### src/rtl/aes_pkg.sv
// Shared types and helpers for the vector cipher ShiftRows stage.
package aes_pkg;

  typedef enum logic [1:0] {
    SR_FWD = 2'b00,
    SR_INV = 2'b01,
    SR_BYP = 2'b10,
    SR_ILL = 2'b11
  } shift_mode_t;

  localparam int FIFO_DEPTH = 2;

  // Rijndael with Nb=8 skips one extra position on rows 2 and up.
  function automatic int row_off(int r, int nb);
    return (r + ((nb == 8 && r >= 2) ? 1 : 0)) % nb;
  endfunction

endpackage

### src/rtl/shift_rows_perm.sv
// Combinational ShiftRows / InvShiftRows / bypass byte permutation.
module shift_rows_perm
  import aes_pkg::*;
#(
  parameter int REG_SIZE = 32,
  parameter int VEC_SIZE = 4
) (
  input  shift_mode_t                         mode,
  input  logic [VEC_SIZE-1:0][REG_SIZE-1:0]   vect_in,
  output logic [VEC_SIZE-1:0][REG_SIZE-1:0]   vect_out
);

  localparam int NR = REG_SIZE / 8;

  // Source columns are elaboration-time constants, so each output byte is a 3:1 mux.
  for (genvar c = 0; c < VEC_SIZE; c++) begin : g_col
    for (genvar r = 0; r < NR; r++) begin : g_row
      localparam int OFF     = row_off(r, VEC_SIZE);
      localparam int SRC_FWD = (c + OFF) % VEC_SIZE;
      localparam int SRC_INV = (c - OFF + VEC_SIZE) % VEC_SIZE;
      localparam int HI      = REG_SIZE - 1 - 8 * r;

      assign vect_out[c][HI -: 8] =
        (mode == SR_FWD) ? vect_in[SRC_FWD][HI -: 8] :
        (mode == SR_INV) ? vect_in[SRC_INV][HI -: 8] :
                           vect_in[c][HI -: 8];
    end
  end

endmodule

### src/rtl/shift_rows_pipe.sv
// Streaming ShiftRows unit: permutes on entry, then buffers results in a 2-entry FIFO.
module shift_rows_pipe
  import aes_pkg::*;
#(
  parameter int REG_SIZE = 32,
  parameter int VEC_SIZE = 4
) (
  input  logic                                clk,
  input  logic                                rst_n,
  input  logic                                in_valid,
  output logic                                in_ready,
  input  logic [1:0]                          in_mode,
  input  logic [VEC_SIZE-1:0][REG_SIZE-1:0]   in_data,
  output logic                                out_valid,
  input  logic                                out_ready,
  output logic [VEC_SIZE-1:0][REG_SIZE-1:0]   out_data,
  output logic                                illegal_mode
);

  logic [VEC_SIZE-1:0][REG_SIZE-1:0] r_mem [FIFO_DEPTH];
  logic                              r_wrPtr;
  logic                              r_rdPtr;
  logic [1:0]                        r_count;
  logic                              r_inReady;
  logic                              r_illegal;

  shift_mode_t                       w_mode;
  logic [VEC_SIZE-1:0][REG_SIZE-1:0] w_perm;
  logic                              w_push;
  logic                              w_pop;
  logic [1:0]                        w_countNext;

  assign w_mode      = shift_mode_t'(in_mode);
  assign w_push      = in_valid && r_inReady;
  assign w_pop       = (r_count != 2'd0) && out_ready;
  assign w_countNext = r_count + {1'b0, w_push} - {1'b0, w_pop};

  shift_rows_perm #(
    .REG_SIZE (REG_SIZE),
    .VEC_SIZE (VEC_SIZE)
  ) u_perm (
    .mode     (w_mode),
    .vect_in  (in_data),
    .vect_out (w_perm)
  );

  // Storage is cleared too so out_data reads zero straight out of reset.
  always_ff @(posedge clk or negedge rst_n) begin
    if (!rst_n) begin
      for (int i = 0; i < FIFO_DEPTH; i++) begin
        r_mem[i] <= '0;
      end
      r_wrPtr   <= 1'b0;
      r_rdPtr   <= 1'b0;
      r_count   <= 2'd0;
      r_inReady <= 1'b0;
      r_illegal <= 1'b0;
    end else begin
      if (w_push) begin
        r_mem[r_wrPtr] <= w_perm;
        r_wrPtr        <= ~r_wrPtr;
      end
      if (w_pop) begin
        r_rdPtr <= ~r_rdPtr;
      end
      r_count   <= w_countNext;
      r_inReady <= (w_countNext < 2'(FIFO_DEPTH));
      if (w_push && (w_mode == SR_ILL)) begin
        r_illegal <= 1'b1;
      end
    end
  end

  assign in_ready     = r_inReady;
  assign out_valid    = (r_count != 2'd0);
  assign out_data     = r_mem[r_rdPtr];
  assign illegal_mode = r_illegal;

endmodule

### config.mk
export PLATFORM = sky130hd
export DESIGN_NAME = shift_rows_pipe
export DESIGN_NICKNAME = d
export VERILOG_FILES = /design/src/rtl/aes_pkg.sv /design/src/rtl/shift_rows_perm.sv /design/src/rtl/shift_rows_pipe.sv
export SDC_FILE = /design/constraint.sdc
export NUM_CORES = 1
export LEC_CHECK = 0
export CAP_MARGIN = 20
export CORE_MARGIN = 10
export CORE_UTILIZATION = 52
export DETAILED_ROUTE_END_ITERATION = 8
export PLACE_DENSITY = 0.81
export SKIP_CTS_REPAIR_TIMING = 1
export SYNTH_ARGS = -nofsm -noshare
export SYNTH_HDL_FRONTEND = slang
export SYNTH_SLANG_ARGS = --single-unit
### constraint.sdc
create_clock -name clk -period 1.55 [get_ports clk]
set_input_delay 0.31 -clock clk [delete_from_list [all_inputs] [get_ports clk]]
set_output_delay 0.31 -clock clk [all_outputs]
set_load 0.01 [all_outputs]
==> report_table.html <==
<table>
<tr><th>Metric</th><th>Value</th></tr>
<tr><th colspan="2">Clocking</th></tr>
<tr><td>Cts bufs inserted</td><td>28</td></tr>
<tr><td>CTS tree</td><td>built</td></tr>
<tr><td>Sinks on the clock net</td><td>262</td></tr>
<tr><td>Clock latency on the worst-skew pair</td><td>roughly 0.54 ns</td></tr>
<tr><td>Root buffer cell</td><td>clkbuf_16</td></tr>
<tr><td>Longest Clk Path Bufs</td><td>3</td></tr>
<tr><td>Number of H-tree levels</td><td>1</td></tr>
<tr><td>Register clock-pin slew on the reported worst setup and hold paths</td><td>0.06 ns</td></tr>
<tr><th colspan="2">Routing</th></tr>
<tr><td>Iteration-0 DRC Markers</td><td>between 800 and 900</td></tr>
<tr><td>Wl on met1</td><td>roughly 17000 um</td></tr>
<tr><td>DR top layer</td><td>met5</td></tr>
<tr><td>Pre-antenna DRT Iters</td><td>5</td></tr>
<tr><td>WL/cell</td><td>around 23 um</td></tr>
<tr><td>Antenna-violating nets left</td><td>0</td></tr>
<tr><td>Wire length on met3</td><td>between 3000 and 4000 um</td></tr>
<tr><td>Sum of routed wire length over all layers</td><td>41900 um</td></tr>
<tr><td>Vias after detailed routing</td><td>10688</td></tr>
<tr><td>Routed met2 length</td><td>approximately 20000 um</td></tr>
<tr><td>Number of vias per cell</td><td>5.77</td></tr>
<tr><td>Drc violations</td><td>0</td></tr>
<tr><th colspan="2">GRT</th></tr>
<tr><td>Global-route wire length before repair</td><td>between 60000 and 70000 um</td></tr>
<tr><td>Largest net degree at the start of global routing</td><td>between 100 and 150</td></tr>
<tr><td>Antenna violations before repair</td><td>6</td></tr>
<tr><td>Via count of the first global-routing pass</td><td>~11000</td></tr>
<tr><td>Global Route Usage Sum</td><td>around a quarter</td></tr>
<tr><td>Total grt overflow</td><td>0</td></tr>
<tr><th colspan="2">Timing</th></tr>
<tr><td>Final-report hold violation count</td><td>0</td></tr>
<tr><td>Worst slew margin</td><td>65.7%</td></tr>
<tr><td>Post-route setup slack</td><td>-0.775 ns</td></tr>
<tr><td>Measured slew at the worst slew-check pin</td><td>just over 0.5 ns</td></tr>
<tr><td>Setup repair after global routing missed its margin</td><td>yes</td></tr>
<tr><td>Crit path time final</td><td>2.32 ns</td></tr>
<tr><td>Maximum clock frequency</td><td>430 MHz</td></tr>
<tr><td>Final setup violating endpoints</td><td>129</td></tr>
<tr><td>Final period utilization</td><td>150%</td></tr>
<tr><td>Final Max Slew Viols</td><td>0</td></tr>
<tr><td>Worst setup skew after layout</td><td>slightly below 0.01 ns</td></tr>
<tr><th colspan="2">Worst setup path</th></tr>
<tr><td>Crit Path Max Fanout</td><td>7</td></tr>
<tr><td>Critical Setup Path Class</td><td>flip-flop to primary output</td></tr>
<tr><td>Critical Path Sink Type</td><td>primary output</td></tr>
<tr><td>Req. time, crit path</td><td>about 1.2 ns</td></tr>
<tr><td>Worst reg-to-reg setup slack</td><td>approximately 0.050 ns</td></tr>
<tr><td>Arrival @ worst endpoint</td><td>around 2 ns</td></tr>
<tr><td>Critical register-to-register path startpoint</td><td>r_wrPtr</td></tr>
<tr><td>Capturing point of the worst reg2reg path</td><td>r_mem[244]</td></tr>
<tr><td>Element type at the critical path start</td><td>flip-flop</td></tr>
<tr><td>Cell count of the worst reg-to-reg path</td><td>5</td></tr>
<tr><th colspan="2">Synth</th></tr>
<tr><td>Mapped Cells</td><td>approximately 1200</td></tr>
<tr><td>Most common flop cell mapped by yosys</td><td>dfrtp_1</td></tr>
<tr><td>Unique cell type count in the Yosys netlist</td><td>22</td></tr>
<tr><td>Fraction of synthesis flops using an asynchronous set or reset pin</td><td>100%</td></tr>
<tr><td>Synthesized area per cell</td><td>approximately 11 sq um</td></tr>
<tr><td>Total nets after synthesis</td><td>around 1300</td></tr>
<tr><td>Synth Warn #</td><td>0</td></tr>
<tr><td>Largest area contributor in the netlist</td><td>dfrtp_1</td></tr>
<tr><td>Post-synth EDFFs</td><td>0</td></tr>
<tr><td>Part of the Yosys area used for sequential elements</td><td>between 50 and 60%</td></tr>
<tr><td>Biggest area contributors in the synthesized netlist</td><td>dfrtp_1, mux2_2, o31ai_1</td></tr>
<tr><td>Number of register bits inferred by synthesis</td><td>around 260</td></tr>
<tr><td>Cell area after technology mapping</td><td>0.0129 sq mm</td></tr>
<tr><td>Area share of the largest cell type after synthesis</td><td>a little over 50%</td></tr>
<tr><th colspan="2">Status</th></tr>
<tr><td>Violated checks</td><td>setup timing</td></tr>
<tr><td>Status</td><td>complete, but fails checks</td></tr>
<tr><th colspan="2">Place</th></tr>
<tr><td>Detailed Place HPWL</td><td>a little under 30000 um</td></tr>
<tr><td># port buffers</td><td>~260</td></tr>
<tr><td>RePlAce Congestion</td><td>a little over 0.9</td></tr>
<tr><td>Placement Setup Slack</td><td>-0.412 ns</td></tr>
<tr><td>Placed Instance Area</td><td>approximately 0.017 sq mm</td></tr>
<tr><th colspan="2">Floorplanning</th></tr>
<tr><td>Core area</td><td>0.0244 sq mm</td></tr>
<tr><td>Effective utilization at floorplan</td><td>53.0%</td></tr>
<tr><td>Width of the chip</td><td>about 180 um</td></tr>
<tr><td>Io pins</td><td>265</td></tr>
<tr><td>Die ar.</td><td>0.0315 sq mm</td></tr>
<tr><td>Rows</td><td>between 50 and 60</td></tr>
<tr><td>Die height</td><td>178 um</td></tr>
<tr><th colspan="2">Power</th></tr>
<tr><td>Net switching power of the design</td><td>approximately 0.013 W</td></tr>
<tr><td>Total power divided by cell area</td><td>about 2100 mW/mm^2</td></tr>
<tr><td>Cell-internal power</td><td>0.0241 W</td></tr>
<tr><td>Portion of total power attributed to sequential cells</td><td>between 30 and 40%</td></tr>
<tr><td>Maximum resistive drop on vdd</td><td>1.21 mV</td></tr>
<tr><td>Clock share of power</td><td>between 15 and 20%</td></tr>
<tr><td>Gate power share</td><td>roughly half</td></tr>
<tr><td>Switching power share of the total</td><td>35.6%</td></tr>
<tr><td>Leakage power figure</td><td>roughly 8 nW</td></tr>
<tr><th colspan="2">Finish</th></tr>
<tr><td>Number of nets in the final layout</td><td>1639</td></tr>
<tr><td>Fraction of layout cells with a size suffix above 1</td><td>33.1%</td></tr>
<tr><td>Layout Area Growth over Synthesis</td><td>38.3%</td></tr>
<tr><td>Post-route cell area</td><td>around 0.018 sq mm</td></tr>
<tr><td>Final cell utilization of the core</td><td>about 73%</td></tr>
<tr><th colspan="2">Min path</th></tr>
<tr><td>Hold WC Path Type</td><td>primary input to async pin</td></tr>
<tr><th colspan="2">Flow run</th></tr>
<tr><td>Max-cap violations</td><td>0</td></tr>
</table>
## state kept, by name, indices dropped and copies added, names as in the netlist
register,cells
in_ready,1
r_count,2
illegal_mode,1
r_mem,256
r_wrPtr,1
r_rdPtr,1
## critical path: stages (launching register included)
cell and delay (ns):
dfrtp_4 0.50, buf_12 0.16, buf_16 0.15, clkbuf_16 0.18, mux2_4 0.34, buf_6 0.13
## logic make-up after synthesis
logic type      share of synthesized area, %
fa+ha+maj                             0.0968
compound gates                          13.8
flops                                   50.8
buf+inv                                 3.69
mux                                     19.3
xor+xnor                               0.271
simple gates                            12.1
## power groups by stage
stage / logic (W) / registers [W] / clock network, W
6_report: 0.0189 / 0.0122 / 0.00640
2_1_floorplan: 0.00936 / 0.0113 / 0
3_5_place_dp: 0.0176 / 0.0121 / 0
5_1_grt: 0.0202 / 0.0124 / 0.00678
3_3_place_gp: 0.0171 / 0.0120 / 0
4_1_cts: 0.0177 / 0.0120 / 0.00645
## worst max path at each step
| stage | from | to | slack, ns | depth (start not counted) |
|---|---|---|---|---|
| after floorplan | r_rdPtr | out_data[0] | 0.08 | 3 |
| after global placement | r_rdPtr | out_data[52] | -0.40 | 3 |
| after detailed placement | r_rdPtr | out_data[52] | -0.41 | 3 |
| after CTS | r_rdPtr | out_data[52] | -1.0 | 3 |
| after global routing | r_rdPtr | out_data[71] | -0.79 | 5 |
| final | r_rdPtr | out_data[71] | -0.77 | 5 |
## per-layer routing
metal / track usage (%) / vias up
li1: - / 4870
met1: 29.8 / 5290
met2: 41.5 / 445
met3: 7.20 / 77
met4: 6.50 / 6
met5: 0 / -
## placed cells by master (no fill, tap or decap), types with 8 or more instances in the layout
cell / count
a211oi_1: 64
buf_12: 27
buf_4: 88
buf_6: 88
clkbuf_16: 37
clkbuf_2: 45
clkdlybuf4s50_1: 130
clkinv_2: 10
dfrtp_1: 261
mux2_2: 184
mux2_4: 8
mux2i_1: 33
nand2_1: 196
nor2b_1: 129
o21ai_0: 64
o31ai_1: 127
## through the flow
step | hold slack, ns | total power [W] | instances | TNS, ns
2_1_floorplan | 0.0144 | 0.0207 | 1173 | 0
3_3_place_gp | 0.203 | 0.0291 | 1776 | -81.99
3_5_place_dp | 0.209 | 0.0297 | 1776 | -88.12
4_1_cts | -0.360 | 0.0362 | 1828 | -120.98
5_1_grt | 0.272 | 0.0394 | 1850 | -86.60
6_report | 0.242 | 0.0375 | 1853 | -83.01
## cell usage after synthesis (2+ instances only)
cell and n:
a211oi_1 64, buf_2 50, buf_4 9, buf_6 3
clkbuf_1 31, dfrtp_1 262, mux2_2 192, mux2i_1 33
nand2_1 196, nor2b_1 129, o21ai_0 64, o31ai_1 128
xnor2_1 2, xor2_1 2
## area by class of cell
cell class                 instances  area (sq um)
tap                              324           405
timing repair buffer             396          4090
fill                            1657          6520
sequential                       262          6560
antenna                            3          7.51
multi-input combinational        816          5930
clock inverter                    11          57.6
clock buffer                      41           821
Note: power is estimated with default switching activity, not from simulation.
